File: config.mk
export PLATFORM = sky130hd
export DESIGN_NAME = dmem_arbiter
export DESIGN_NICKNAME = d
export VERILOG_FILES = /design/src/rtl/dmem_arbiter.sv
export SDC_FILE = /design/constraint.sdc
export NUM_CORES = 1
export LEC_CHECK = 0
export CAP_MARGIN = 10
export CORE_AREA = 2 2 98 100
export DETAILED_ROUTE_END_ITERATION = 6
export DIE_AREA = 0 0 100 102
export DONT_BUFFER_PORTS = 1
export HOLD_SLACK_MARGIN = 0.08
export MAX_ROUTING_LAYER = met4
export PLACE_DENSITY_LB_ADDON = 0.25
export SYNTH_ARGS = -nofsm -noshare
export SYNTH_HDL_FRONTEND = slang
export SYNTH_SLANG_ARGS = --single-unit
File: constraint.sdc
create_clock -name clk -period 1.9 [get_ports clk]
set_input_delay 0.19 -clock clk [delete_from_list [all_inputs] [get_ports clk]]
set_output_delay 0.19 -clock clk [all_outputs]
set_load 0.02 [all_outputs]
File: src/rtl/dmem_arbiter.sv
// dmem_arbiter: round-robin share of one single-port data BRAM
// between the CPU load/store port (0) and the IO/UART loader (1).
//
// Ports:
//   clk, rstn                        clock, sync active-low reset
//   req/we/addr/wdata{0,1}           requester inputs
//   gnt{0,1}                         request accepted (comb)
//   rvalid/rdata{0,1}                tagged read return
//   mem_en/we/addr/wdata, mem_rdata  BRAM side
module dmem_arbiter #(
  parameter int ADDR_W = 15,
  parameter int DATA_W = 32,
  parameter int RD_LAT = 2
) (
  input  logic              clk,
  input  logic              rstn,
  input  logic              req0,
  input  logic              we0,
  input  logic [ADDR_W-1:0] addr0,
  input  logic [DATA_W-1:0] wdata0,
  output logic              gnt0,
  output logic              rvalid0,
  output logic [DATA_W-1:0] rdata0,
  input  logic              req1,
  input  logic              we1,
  input  logic [ADDR_W-1:0] addr1,
  input  logic [DATA_W-1:0] wdata1,
  output logic              gnt1,
  output logic              rvalid1,
  output logic [DATA_W-1:0] rdata1,
  output logic              mem_en,
  output logic              mem_we,
  output logic [ADDR_W-1:0] mem_addr,
  output logic [DATA_W-1:0] mem_wdata,
  input  logic [DATA_W-1:0] mem_rdata
);

  logic              last_gnt;
  logic [RD_LAT-1:0] pv;
  logic [RD_LAT-1:0] pid;
  logic [RD_LAT-1:0] pv_nxt;
  logic [RD_LAT-1:0] pid_nxt;
  logic [DATA_W-1:0] rdata0_q;
  logic [DATA_W-1:0] rdata1_q;
  logic              tail_v;
  logic              tail_id;

  // On a tie the port that did not win last time goes.
  assign gnt0 = req0 & (~req1 | last_gnt);
  assign gnt1 = req1 & ~gnt0;
  assign mem_en = gnt0 | gnt1;

  always_comb begin
    mem_we    = 1'b0;
    mem_addr  = '0;
    mem_wdata = '0;
    unique case (1'b1)
      gnt0: begin
        mem_we    = we0;
        mem_addr  = addr0;
        mem_wdata = wdata0;
      end
      gnt1: begin
        mem_we    = we1;
        mem_addr  = addr1;
        mem_wdata = wdata1;
      end
      default: ;
    endcase
  end

  // Tag pipeline: stage k is visible k+1 cycles after the grant,
  // so the tail lines up with BRAM data RD_LAT cycles later.
  always_comb begin
    pv_nxt     = pv << 1;
    pid_nxt    = pid << 1;
    pv_nxt[0]  = mem_en & ~mem_we;
    pid_nxt[0] = gnt1;
  end

  assign tail_v  = pv[RD_LAT-1];
  assign tail_id = pid[RD_LAT-1];

  assign rvalid0 = tail_v & ~tail_id;
  assign rvalid1 = tail_v & tail_id;
  assign rdata0  = rvalid0 ? mem_rdata : rdata0_q;
  assign rdata1  = rvalid1 ? mem_rdata : rdata1_q;

  always_ff @(posedge clk) begin
    if (!rstn) begin
      pv       <= '0;
      pid      <= '0;
      last_gnt <= 1'b1;
      rdata0_q <= '0;
      rdata1_q <= '0;
    end else begin
      pv  <= pv_nxt;
      pid <= pid_nxt;
      if (mem_en) last_gnt <= gnt1;
      if (rvalid0) rdata0_q <= mem_rdata;
      if (rvalid1) rdata1_q <= mem_rdata;
    end
  end

endmodule

# --- After elaboration in Yosys (flattened, before gate mapping) ---
# Index checks and enable logic that the tools add are counted.
# W data, S select, Z words.
totals:
  register_bits: 69
  output_inout_bits: 117
  word_cells: 21
  in_bits: 132
op_classes:
  muxes: 5
  bitwise_logic: 11
ops:
  columns: ["operator", "count"]
  rows:
  - ["$mux W32", 2]
  - ["$pmux W32 S2", 1]
  - ["$pmux W15 S2", 1]
  - ["$and A1 B1 Y1", 5]
  - ["$not A1 Y1", 4]
  - ["$or A1 B1 Y1", 2]
  - ["$pmux W1 S2", 1]

# --- Logic depth before layout (Yosys ltp) ---
# Gate-level depths: netlist of the first run.
depth:
  depth_word: 8
  ltp_mapped: 5
  ltp_nobuf: 3

# --- Worst setup path before layout of the first run ---
# Ideal clock, no wire load.
synth_path:
  path_type: "reg-to-reg"
  from: "reg pv[1]"
  to: "reg rdata0_q[30]"
  period_less_slack_ns: 1.446
  path_stages_with_launch: 6
  setup_time_ns: 0.115
  arrival_time_ns: 1.331
  t_required_ns: 1.785
  path_buffers: 2
  path_slack_ns: 0.454
  path_cell_list: "dfxtp_1 nor2b_1 buf_6 buf_6 mux2_2 and2_1"
synth_between:
  elab_chain_len: 2
synth_lines:
  columns: ["element", "line_no", "rtl"]
  rows:
  - ["start: declaration", "39", "logic [RD_LAT-1:0] pv;"]
  - ["start signal: assignment", "97", "pv <= pv_nxt;"]
  - ["$and A1 B1 Y1", "84", "assign rvalid0 = tail_v & ~tail_id;"]
  - ["via rvalid0", "22", "output logic rvalid0,"]
  - ["$mux W32", null, null]
  - ["via rdata0[30]", "23", "output logic [DATA_W-1:0] rdata0,"]
  - ["end signal: assignment", "100", "if (rvalid0) rdata0_q <= mem_rdata;"]
  - ["end: declaration", "43", "logic [DATA_W-1:0] rdata0_q;"]
# The timed path passes the listed nets, and every way through them passes these cells.
# A chain may end at the register's enable or synchronous reset.

# --- Worst setup path in the final report of the first run ---
layout_path:
  from: "reg pv[1]"
  to: "out rdata0[31]"
layout_between:
  elab_chain_len: 2
layout_lines:
  columns: ["element", "line_no"]
  rows:
  - ["$and A1 B1 Y1", "84"]
  - ["via rvalid0", "22"]
  - ["$mux W32", null]
  - ["end: declaration", "23"]
# The timed path passes the listed nets, and every way through them passes these cells.

==> impl_metrics.tcl, run 1 <==
set metrics [dict create \
    final_hold_viol_count 0 \
    reg2regPathDepth 5 \
    viasPerCell 5.570 \
    grt_pass1_wl_um 12770 \
    dr.first_iter.drc_count 88 \
    muxShareOfSynthArea_pct 25.17 \
    num-nets-final 419 \
    cp-start-kind "flop" \
    setup_viol 0 \
    dpl-instance-area_um2 3367 \
    switching_share_pct 26.43 \
    synth_simple_gate_area_share_pct 14.08 \
    yosysMostFrequentCell "dfxtp_1" \
    slew_viol_final 0 \
    register_area_um2 1381 \
    clk_pin_slew_worst_paths_ns 0.07 \
    fillers 899 \
    core_um2 9109 \
    synth_xor_area_share_pct 0 \
    grt_pass1_vias 2095 \
    h-tree-depth 3 \
    num_vias 2267 \
    synth_seq_area_share_pct 42.69 \
    clkPwrFrac_pct 42.0 \
    dieArea_um2 10200 \
    cts_buffers 9 \
    cts_root_buf "clkbuf_8" \
    area_growth_pct 15.55 \
    post_synth_inst_count 286 \
    worst-setup-path-type "reg2out" \
    combPwrFrac_pct 15.0 \
    yosysWarnings 0 \
    startpoint "pv[1]" \
    portBuffers 0 \
    ys_seq_elements 69 \
    intPower_mw 2.540 \
    clk_latency_ns 0.34 \
    critical_path_required_ns 1.71 \
    boundaryPins 249 \
    async_reset_ff_share_pct 0 \
    final_cells 407 \
    wl_per_cell_um 24.50 \
    syn-cell-area_um2 3236 \
    critPathArrivalTime_ns 1.62 \
    post-route-period-util_pct 95.22 \
    drtAntennaViolNets 0 \
    clock_skew_ns 0.01054 \
    die_w_um 100 \
    hold_start "we0" \
    rr_startpoint "pv[1]" \
    dpl.cell_count 379 \
    power_density_nw_per_um2 923.4 \
    synth-edff-count 0 \
    rows 35 \
    power.leakage_nw 1.639 \
    worst_setup_path_end_kind "output pin" \
    die_h_um 102 \
    synth.avg_cell_area_um2 11.31 \
    p_switching_mw 0.9123 \
    synth_top_family_by_area "multiplexers" \
    drive_gt1_share_pct 32.88 \
    synthAdderAreaFrac_pct 0 \
    firstDrtPassIters 4 \
    wl_um 9970 \
    multi_input_area_um2 1742 \
    max_freq_mhz 552.7 \
    synth_area_leaders "dfxtp_1 (43%), mux2_2 (14%), a22o_1 (13%), and2_1 (13%), mux2_4 (12%)" \
    antenna_found_initial 4 \
    synth_compound_area_share_pct 13.69 \
    vdd_drop_max_uv 327.2 \
    min_path_cells 2 \
    seqPwrFrac_pct 43.0 \
    status "completed" \
    cap_violations 0 \
    cts_tree "done" \
    grt_max_degree 70 \
    cts.sinks 69 \
    ys_top_cells_by_count "dfxtp_1 (69), and2_1 (67), a22o_1 (48)" \
    clockBufferDepth 2 \
    gp_congestion 0.8666 \
    fin_crit_ns 1.809 \
    fin_area_um2 3739 \
    yosys.area.top_type_share_pct 42.69 \
    drc 0 \
    max_slew_margin_pct 68.83 \
    hpwlAfterDp_um 7381 \
    start_util_pct 35.52 \
    hold_path_class "in2reg" \
    synth_area_leader_cell "dfxtp_1" \
    grt-ovfl-total 0 \
    synth_flop_cell "dfxtp_1" \
    worst_slew_pin_slew_ns 0.4676 \
    worstPathMaxFanout 9 \
    gr-usage-all-layers_pct 18.00 \
    synth_cell_types 16 \
    syn_nets 418 \
]
-- layout by cell type, fill, tap and decap left out, drive strengths merged, types with 3 or more instances in the layout --
master	synthesis	layout
mux2	64	64
buf	9	9
inv	3	4
nand2	3	3
dlygate4sd3	0	3
diode	0	4
bufinv	0	3
clkinv	0	3
a22o	48	48
clkbuf	16	11
and2	67	68
dfxtp	69	69
-- cell families after synthesis --
family,after synthesis
buf+inv,28
mux,64
compound gates,51
simple gates,74
flops,69
-- flip-flops by register name, summed over array words and instances (netlist names) --
| name | flops |
|---|---|
| rdata1_q | 32 |
| last_gnt | 1 |
| rdata0_q | 32 |
| pv | 2 |
| pid | 2 |
-- through the flow --
stage / TNS, ns / total power [mW] / util, % / hold slack (ns) / setup WS, ns
after detailed placement: 0 / 1.991 / 36.96 / 0.2679 / 0.1423
after floorplan: 0 / 1.954 / - / 0.3229 / 0.4544
final: 0 / 3.452 / 41.04 / 0.1141 / 0.09084
after CTS: 0 / 3.495 / 40.22 / 0.08422 / 0.002561
after global placement: 0 / 1.988 / 36.96 / 0.2647 / 0.2074
after global routing: -0.001231 / 3.603 / 41.04 / 0.1261 / -0.001231
-- power groups by stage --
stage | Combinational [mW] | Sequential, mW | Clock [mW]
final | 0.518 | 1.48 | 1.45
after global routing | 0.548 | 1.49 | 1.57
after CTS | 0.504 | 1.48 | 1.51
after detailed placement | 0.474 | 1.52 | 0
after global placement | 0.471 | 1.52 | 0
after floorplan | 0.440 | 1.51 | 0
-- layer usage --
layer | track usage (%) | vias up | wire length [um]
met4 | 7.798 | 0 | 266
met1 | 22.61 | 1077 | 4143
met2 | 24.48 | 154 | 4426
met5 | - | - | 0
met3 | 8.618 | 15 | 1133
li1 | - | 1021 | -
-- worst paths after layout --
path | to | slack, ns
worst max-delay path | rdata0[31] | 0.09
worst min-delay path | pv[0] | 0.11
worst min register to register | pid[1] | 0.44
worst max register to register | rdata0_q[11] | 0.39
-- final cells by class --
| cell class | instances | share of cell area, % |
|---|---|---|
| flip-flops and latches | 69 | 36.95 |
| clock buffers | 9 | 3.313 |
| inverters | 3 | 0.3012 |
| clock inverters | 7 | 3.246 |
| multi-input cells | 190 | 46.59 |
| diodes | 4 | 0.2677 |
| well taps | 111 | 3.715 |
| repair buffers | 14 | 5.622 |
-- what timing repair did --
action / CTS / global route
resized for setup: 1 / 0
buffers inserted: 0 / 1
pin swaps: 0 / 1
gates cloned: 0 / 3
hold buffers: 4 / 0
hold endpoints to repair: 69 / 0
setup endpoints to repair: 48 / 2
-- critical path: stages (launching register included) --
cell and delay (ns):
dfxtp_1 0.34, nor2b_4 0.25, buf_12 0.19, mux2_2 0.38
buf_12 0.14
Note: power is estimated with default switching activity, not from simulation.
==> run 2: changes to the inputs <==
--- a/constraint.sdc
+++ b/constraint.sdc
@@ -3,2 +3,2 @@
 set_output_delay 0.19 -clock clk [all_outputs]
-set_load 0.02 [all_outputs]
+set_load 0.005 [all_outputs]
==> run 2 against run 1 <==
- sequential power hardly changed
- clock power about the same
- via count decreased by 2.6%
- critical endpoint is now pv[0]
- largest power group unchanged
==> impl_metrics.tcl, run 2 (same netlist as run 1, synthesis figures left out) <==
set metrics [dict create \
    critPathArrivalTime_ns 1.95 \
    firstDrtPassIters 4 \
    cts_buffers 9 \
    cap_violations 0 \
    worst-setup-path-type "reg2reg" \
    drive_gt1_share_pct 31.01 \
    seqPwrFrac_pct 45.2 \
    dr.first_iter.drc_count 60 \
    cts.sinks 69 \
    rsz0062_at_grt "false" \
    worst_slew_pin_slew_ns 0.3531 \
    wl_um 9024 \
    grt_pass1_wl_um 11960 \
    clockBufferDepth 2 \
    min_path_cells 2 \
    power.leakage_nw 1.592 \
    reg2regPathDepth 5 \
    num_vias 2209 \
    clock_skew_ns 0.01368 \
    hpwlAfterDp_um 6927 \
    die_h_um 102 \
    combPwrFrac_pct 10.6 \
    worstPathMaxFanout 50 \
    drtAntennaViolNets 0 \
    grt_max_degree 70 \
    grt_pass1_vias 1955 \
    cts_tree "done" \
    fin_crit_ns 1.728 \
    wl_per_cell_um 22.62 \
    critical_path_required_ns 2.12 \
    fin_area_um2 3640 \
    viasPerCell 5.536 \
    grt-ovfl-total 0 \
    p_switching_mw 0.7317 \
    clk_pin_slew_worst_paths_ns 0.07 \
    portBuffers 0 \
    vdd_drop_max_uv 495.7 \
    slew_viol_final 0 \
    dpl-instance-area_um2 3333 \
    timing.rr.end "pv[0]" \
    final_hold_viol_count 0 \
    worst_setup_path_end_kind "flop" \
    switching_share_pct 22.28 \
    fin_tns_setup_ns 0 \
    power_density_nw_per_um2 902.2 \
    antenna_found_initial 0 \
    postCtsSetupRepairBufs 0 \
    cts_root_buf "clkbuf_8" \
    num-nets-final 415 \
    intPower_mw 2.552 \
    h-tree-depth 3 \
    post-route-period-util_pct 90.94 \
    start_util_pct 35.52 \
    rr_startpoint "last_gnt" \
    max_slew_margin_pct 76.46 \
    area_growth_pct 12.49 \
    setup_viol 0 \
    hold_start "req0" \
    status "completed" \
    gp_congestion 0.8770 \
    holdPathEnd "pid[0]" \
    drc 0 \
    rows 35 \
    clk_latency_ns 0.34 \
    core_um2 9109 \
    die_w_um 100 \
    final_cell_mix "dfxtp_1 (69), and2_1 (67), a22o_1 (48)" \
    hold_path_class "in2reg" \
    boundaryPins 249 \
    clkPwrFrac_pct 44.3 \
    max_freq_mhz 578.8 \
    gr-usage-all-layers_pct 16.67 \
    layout_commonest_cell "dfxtp_1" \
    dieArea_um2 10200 \
    cp-start-kind "flop" \
    rrSetupSlack_ns 0.17 \
    largestRegisters "rdata0_q: 32 flops, rdata1_q: 32 flops" \
]
==> run 2: changes by cell type in the layout (fill, tap and decap cells not counted), sizes merged <==
cell         change
buf              -2
and2             -1
clkinvlp         +1
diode            -3
clkbuf           -1
dlygate4sd3      +1
clkinv           -3
==> run 2: timing repair <==
item                                   in CTS  in global routing
gates resized for setup                     0                  0
endpoints found under the hold margin      69                  0
hold buffers                                5                  0
==> run 2: area by class of cell <==
class,count,area [um^2]
inverters,3,11.26
repair buffers,11,130.1
fillers,911,5469
clock buffers,10,137.6
flip-flops and latches,69,1381
multi-input cells,189,1732
well taps,111,138.9
diodes,1,2.502
clock inverters,5,106.4
==> run 2: through the flow <==
| step | hold WS [ns] | worst slack (ns) | power [mW] | util, % | instances |
|---|---|---|---|---|---|
| 2_1_floorplan | 0.3229 | 0.5462 | 1.790 | - | 286 |
| 3_3_place_gp | 0.2680 | 0.4639 | 1.834 | 36.59 | 378 |
| 3_5_place_dp | 0.2663 | 0.4453 | 1.833 | 36.59 | 378 |
| 4_1_cts | 0.08611 | 0.1263 | 3.343 | 39.93 | 398 |
| 5_1_grt | 0.1068 | 0.05518 | 3.430 | 39.93 | 398 |
| 6_report | 0.1131 | 0.1722 | 3.284 | 39.96 | 399 |
==> run 2: power groups by stage <==
stage / clock network (mW) / registers [mW] / logic, mW
global route: 1.57 / 1.49 / 0.374
finish: 1.45 / 1.48 / 0.348
floorplan: 0 / 1.51 / 0.276
detailed placement: 0 / 1.52 / 0.317
CTS: 1.51 / 1.48 / 0.349
global placement: 0 / 1.52 / 0.317
==> run 2: critical path, stage by stage, from the launching register on <==
cell and delay, ns:
dfxtp_1 0.35, nand2_1 0.07, and2_1 0.18, buf_12 0.18, a32o_1 0.27, dlygate4sd3_1 0.55
==> run 2: worst max-delay path by stage <==
stage,start,endpoint,cells past startpoint
6_report,last_gnt,pv[0],5
5_1_grt,pv[1],rdata0[13],3
4_1_cts,pv[1],rdata0[14],3
3_5_place_dp,pv[1],rdata0_q[14],4
3_3_place_gp,pid[1],rdata1_q[31],4
2_1_floorplan,pv[1],rdata0_q[9],5
==> run 2: layer usage <==
metal	vias to the layer above	track usage (%)	share of wire, %
met5	-	-	0
met4	0	4.742	0.68
met3	8	5.472	10
met2	151	24.12	46
met1	1047	22.29	42
li1	1003	-	-
